==> config.mk <==
export PLATFORM = sky130hd
export DESIGN_NAME = sample_fifo
export DESIGN_NICKNAME = d
export VERILOG_FILES = /design/src/rtl/sample_fifo.sv
export SDC_FILE = /design/constraint.sdc
export NUM_CORES = 1
export LEC_CHECK = 0
export ABC_AREA = 1
export BUFFER_PORTS_ARGS = -buffer_cell sky130_fd_sc_hd__buf_2
export CAP_MARGIN = 20
export CORE_MARGIN = 2
export CORE_UTILIZATION = 55
export DETAILED_ROUTE_END_ITERATION = 16
export PLACE_DENSITY_LB_ADDON = 0.05
export SETUP_SLACK_MARGIN = 0.15
export SYNTH_ARGS = -nofsm -noshare
export SYNTH_HDL_FRONTEND = slang
export SYNTH_SLANG_ARGS = --single-unit
==> constraint.sdc <==
create_clock -name clk -period 1.82 [get_ports clk]
set_clock_uncertainty 0.15 [all_clocks]
set_input_delay 0.182 -clock clk [delete_from_list [all_inputs] [get_ports clk]]
set_output_delay 0.182 -clock clk [all_outputs]
set_load 0.01 [all_outputs]
==> src/rtl/sample_fifo.sv <==
// sample_fifo: FWFT circular buffer behind the SIPO ADC capture path.
// Optional THRESHOLD_TRIG_EN adds trig_level/trig threshold pulse.
module sample_fifo #(
  parameter int DATA_W = 12,
  parameter int DEPTH  = 16,
  parameter int ADDR_W = 4
) (
  input  logic              clk,
  input  logic              reset,
  input  logic [DATA_W-1:0] sample_in,
  input  logic              data_ready,
  input  logic              rd_ready,
  input  logic              clear_ovf,
`ifdef THRESHOLD_TRIG_EN
  input  logic [DATA_W-1:0] trig_level,
  output logic              trig,
`endif
  output logic              rd_valid,
  output logic [DATA_W-1:0] rd_data,
  output logic [ADDR_W:0]   count,
  output logic              full,
  output logic              empty,
  output logic              overflow
);

  localparam logic [ADDR_W:0] FULL_CNT = (ADDR_W+1)'(DEPTH);

  logic [DATA_W-1:0] mem [DEPTH];
  logic [ADDR_W-1:0] wr_ptr;
  logic [ADDR_W-1:0] rd_ptr;
  logic              dr_q;
  logic              wr_stb;
  logic              wr_en;
  logic              rd_fire;
  logic              drop;

  assign full     = (count == FULL_CNT);
  assign empty    = (count == '0);
  assign rd_valid = ~empty;
  assign rd_data  = rd_valid ? mem[rd_ptr] : '0;

  assign wr_stb  = data_ready & ~dr_q;
  assign rd_fire = rd_valid & rd_ready;
  assign wr_en   = wr_stb & (~full | rd_fire);
  assign drop    = wr_stb & full & ~rd_fire;

  // dr_q tracks data_ready even in reset so a held strobe never re-fires
  always_ff @(posedge clk) begin
    dr_q <= data_ready;
  end

  always_ff @(posedge clk) begin
    if (wr_en) mem[wr_ptr] <= sample_in;
  end

  always_ff @(posedge clk) begin
    if (reset) begin
      wr_ptr <= '0;
      rd_ptr <= '0;
      count  <= '0;
    end else begin
      if (wr_en)   wr_ptr <= wr_ptr + 1'b1;
      if (rd_fire) rd_ptr <= rd_ptr + 1'b1;
      case ({wr_en, rd_fire})
        2'b10:   count <= count + 1'b1;
        2'b01:   count <= count - 1'b1;
        default: count <= count;
      endcase
    end
  end

  // a drop in the same cycle as clear_ovf keeps the flag set
  always_ff @(posedge clk) begin
    if (reset)          overflow <= 1'b0;
    else if (drop)      overflow <= 1'b1;
    else if (clear_ovf) overflow <= 1'b0;
  end

`ifdef THRESHOLD_TRIG_EN
  always_ff @(posedge clk) begin
    if (reset) trig <= 1'b0;
    else       trig <= wr_en & (sample_in >= trig_level);
  end
`endif

endmodule

; After elaboration in Yosys (flattened, before gate mapping)
; Memory sizes are Yosys's and may differ from the RTL's. A register that Yosys moved wholly into a read port is not among the register bits.
; Cells that the tools add are included.
[op_classes]
n_eq_ne = 3
n_mux = 8
reduce_logical = 3
n_addsub = 4
n_bitwise = 10
[ops]
columns = operator, n
row1 = 12-bit two-way mux, 1
row2 = 5-bit case mux with 2 select lines, 1
row3 = 4-bit by 1-bit adder with 4-bit output (second input constant), 2
row4 = 4-bit two-way mux, 2
row5 = 5-bit by 1-bit adder with 5-bit output (second input constant), 1
row6 = 1-bit bitwise AND, 5
row7 = 5-bit equality test (second input constant), 1
row8 = 5-bit zero test, 1
row9 = 5-bit by 1-bit subtractor with 5-bit output (second input constant), 1
row10 = 1-bit two-way mux, 4
row11 = 1-bit inverter, 4
row12 = 2-bit nonzero test, 2
row13 = 2-bit by 1-bit equality test with 1-bit output (second input constant), 1
row14 = 2-bit equality test (second input constant), 1
row15 = 1-bit bitwise OR, 1
[totals]
ram_bits = 192
out_inout_bits = 21
mem_count = 1
in_bits = 17
word_cells = 34
regBits = 15
[memory_table]
columns = memory, words, word_bits, rd, rd_ports_with_merged_regs, wr, line_no
row1 = mem, 16, 12, 1, 1, 1, 28  ; logic [DATA_W-1:0] mem [DEPTH];

; Longest topological paths before layout
[depth]
word_depth = 7
mapped_depth = 15
ltp_nobuf = 15

; Worst setup path after synthesis
; No wires, ideal clock.
[synth_path]
path_kind = flip-flop to flip-flop
start = register count[0]
end = memory mem[11][0], enable pin
stages_incl_launch_ff = 7
synth_period_minus_slack_ps = 2106
setup_ps = 380
t_arrival_ps = 1576
setup_slack_ps = -286
required_time_ps = 1290
path_buffers = 0
cell_sequence = dfxtp_1 > nor2_2 > nand2_1 > nor2_4 > a21oi_4 > nand2_1 > nor2_1
[synth_between]
word_cells_on_any_way = 9
cone_classes = 1 x eq/ne / 2 x mux / 5 x bitwise / 1 x reduce/logical
[synth_lines]
columns = item, line_no
row1 = "start, declared", 20  ; output logic [ADDR_W:0] count,
row2 = "start signal, assigned", 65  ; 2'b10: count <= count + 1'b1;
row3 = "start signal, assigned", 66  ; 2'b01: count <= count - 1'b1;
row4 = "start signal, assigned", 67  ; default: count <= count;
row5 = 5-bit equality test, 37  ; assign full = (count == FULL_CNT);
row6 = via full, 21  ; output logic full,
row7 = 1-bit inverter, 44  ; assign wr_en = wr_stb & (~full | rd_fire);
row8 = 1-bit bitwise OR, 44
row9 = 1-bit bitwise AND, 44
row10 = 1-bit two-way mux, 53  ; if (wr_en) mem[wr_ptr] <= sample_in;
row11 = 1-bit two-way mux (not written as such), 53
row12 = "end, declared", 28
; The timed path passes the listed nets, and every way through them passes these cells.

==> impl_metrics.env <==
export IMPL_outcome="finished with violations"
export IMPL_violations="setup timing"
export IMPL_synth_top_area_cell="edfxtp_1"
export IMPL_synth_top_family_by_area="compound AO/OA/AOI/OAI gates"
export IMPL_synthAdderAreaFrac_pct=1.03
export IMPL_hold_class="input pin to flop"
export IMPL_area_growth_pct=42.8
export IMPL_fin_cells=1038
export IMPL_synth_compound_gate_area_share_pct=12.9
export IMPL_viasPerCell=6.11
export IMPL_diodes=0
export IMPL_core_area_um2=15100
export IMPL_synthDistinctLibCells=31
export IMPL_synth_nets=697
export IMPL_synthMuxAreaShare_pct=0
export IMPL_dieWidth_um=128
export IMPL_io_buffers=37
export IMPL_yosysSeqAreaShare_pct=72.3
export IMPL_antenna_found_initial=0
export IMPL_ys_ff_latch=211
export IMPL_setup_ws_ns=-0.615
export IMPL_rows=45
export IMPL_cts_root_buf="clkbuf_16"
export IMPL_nets=858
export IMPL_io_pins=38
export IMPL_synth_top_cells_by_area="edfxtp_1, o21ai_0, nor2_1"
export IMPL_rsz0062_at_grt="yes"
export IMPL_final_common_cell="edfxtp_1"
export IMPL_detailed_place_hpwl_um=12500
export IMPL_vdd_drop_max_uv=866
export IMPL_powerDensity_nw_per_um2=1210
export IMPL_die_area_um2=16500
export IMPL_chipHeight_um=128
export IMPL_cts_made_buffers=22
export IMPL_gp_congestion=0.839
export IMPL_dpl_instance_area_um2=9760
export IMPL_path_cells="buf_12 > buf_6 > o21ai_1 > o221ai_2 > nand3_1 > a21oi_2 > buf_2"
export IMPL_grt_ovfl_total=0
export IMPL_power_leakage_nw=4.29
export IMPL_final_util_pct=80.2
export IMPL_clkTransAtPathRegs_ns=0.06
export IMPL_clock_latency_ns=0.50
export IMPL_avgSynthCellArea_um2=12.6
export IMPL_yosys_area_share_simple_pct=9.90
export IMPL_routedWlPerCell_um=23.6
export IMPL_synth_top_area_share_pct=67.8
export IMPL_pre_cts_ws_ns=-0.102
export IMPL_setup_viol=214
export IMPL_drive_gt1_share_pct=36.9
export IMPL_cts_sinks=211
export IMPL_drc=0
export IMPL_fin_area_um2=12100
export IMPL_max_cap_violations=0
export IMPL_finalMaxSlewViolations=0
export IMPL_ys_warn_count=0
export IMPL_cp_slowest_cell="dfxtp_4"
export IMPL_grt_usage_pct=28.3
export IMPL_layout_common_cells="edfxtp_1, nor2_1, o21ai_0"
export IMPL_wl_um=24500
export IMPL_postSynthCellCount=673
export IMPL_cp_end_kind="output pin"
export IMPL_start_util_pct=56.1
export IMPL_fin_crit_sh_pct=134
export IMPL_crit_path_max_incr_delay_ns=0.50
export IMPL_ctsLongestPathBuffers=3
export IMPL_dr_pass1_iters=5
export IMPL_finalPower_mw=14.7
export IMPL_synthXorXnorAreaFrac_pct=0.103
export IMPL_drt_iter0_markers=517
export IMPL_worstPathMaxFanout=7
export IMPL_h_tree_depth=1
export IMPL_cts_tree="built"
export IMPL_vias=6345
export IMPL_hold_viol=0
export IMPL_crit_arrival_ns=2.10
export IMPL_min_period_ns=2.43
export IMPL_maxSlewHeadroom_pct=72.3
export IMPL_grt_first_pass_wirelength_um=35000
export IMPL_grt_pass1_vias=6334
export IMPL_max_freq_ghz=0.411
export IMPL_crit_required_ns=1.49
export IMPL_ant_nets=0
export IMPL_cp_start_kind="flop"
export IMPL_crit_type="flop to output pin"
export IMPL_synth_area_um2=8500
export IMPL_dp_cells=923
export IMPL_worst_pin_slew_ns=0.414
export IMPL_grt_max_degree=25
==> final cells by class <==
cell class                      instances  area, um2
Fill cell                             811       3010
Timing Repair Buffer                  176       2260
Inverter                               30        153
Sequential cell                       211       6170
Clock buffer                           26        587
Clock inverter                         14        130
Tap cell                              188        235
Multi-Input combinational cell        393       2610
==> power by group <==
group	internal (mW)	leakage, nW	switching [mW]
logic	2.24	2.05	2.53
clock network	2.60	0.348	1.83
registers	5.40	1.89	0.125
==> critical path, delay by kind of cell (launching register included) <==
kind | cells | cell delay (ns)
buffers and inverters | 3 | 0.43
DFF | 1 | 0.50
and+or+nand+nor | 1 | 0.17
AOI/OAI and AO/OA | 3 | 0.50
==> synth_stat cells (all sizes together) <==
cell type,n
a211oi,1
a21oi,23
buf,22
clkbuf,17
clkinv,2
dfxtp,19
edfxtp,192
ha,7
inv,28
nand2,28
nand3,28
nand4,6
nor2,137
o211ai,1
o21a,1
o21ai,111
o221ai,34
o22ai,14
or2,1
xnor2,1
==> per-layer routing <==
| metal | vias to the layer above | track usage, % | share of wire, % |
|---|---|---|---|
| met5 | - | 0 | 0 |
| met4 | 0 | 10.4 | 2.2 |
| met3 | 56 | 4.28 | 7.0 |
| met2 | 293 | 47.6 | 51 |
| met1 | 3164 | 37.8 | 40 |
| li1 | 2832 | - | - |
==> sequential cells by signal (all words and copies together) (netlist names), named ones only <==
name      count
count         5
dr_q          1
mem         192
overflow      1
rd_ptr        4
wr_ptr        4
==> path summary, 6_finish.rpt <==
check | slack (ns) | to | cells after the start | startpoint
min | 0.04 | rd_ptr[0]$_SDFFE_PP0N_ | 4 | rd_ready
max | -0.61 | rd_data[5] | 7 | flop
min reg2reg | 0.32 | flop | 2 | rd_ptr[3]$_SDFFE_PP0N_
max reg2reg | -0.28 | mem[10][8]$_DFFE_PP_ | 10 | dr_q$_DFF_P_
==> per-stage QoR <==
step	TNS [ns]	hold WS, ns
after floorplan	0	0.0597
final	-46.19	0.0376
after global placement	-0.229	0.160
after CTS	-32.14	0.0526
after detailed placement	-0.739	0.165
after global routing	-55.30	0.0809
==> cell families (layout without fill, tap and decap cells) <==
logic type | count (synthesis) | in the layout
AOI/OAI and AO/OA | 185 | 185
buffers and inverters | 69 | 246
xor gates and xnor gates | 1 | 1
and+or+nand+nor | 200 | 200
adders and majority gates | 7 | 7
DFF | 211 | 211
==> timing repair <==
action / CTS / global route
pin swaps: 37 / 59
endpoints found under the setup margin: 213 / 224
buffers inserted: 32 / 10
hold buffers: 16 / 0
cloned: 11 / 7
resized for setup: 115 / 95
endpoints found under the hold margin: 201 / 0
(Power assumes the default switching activity.)
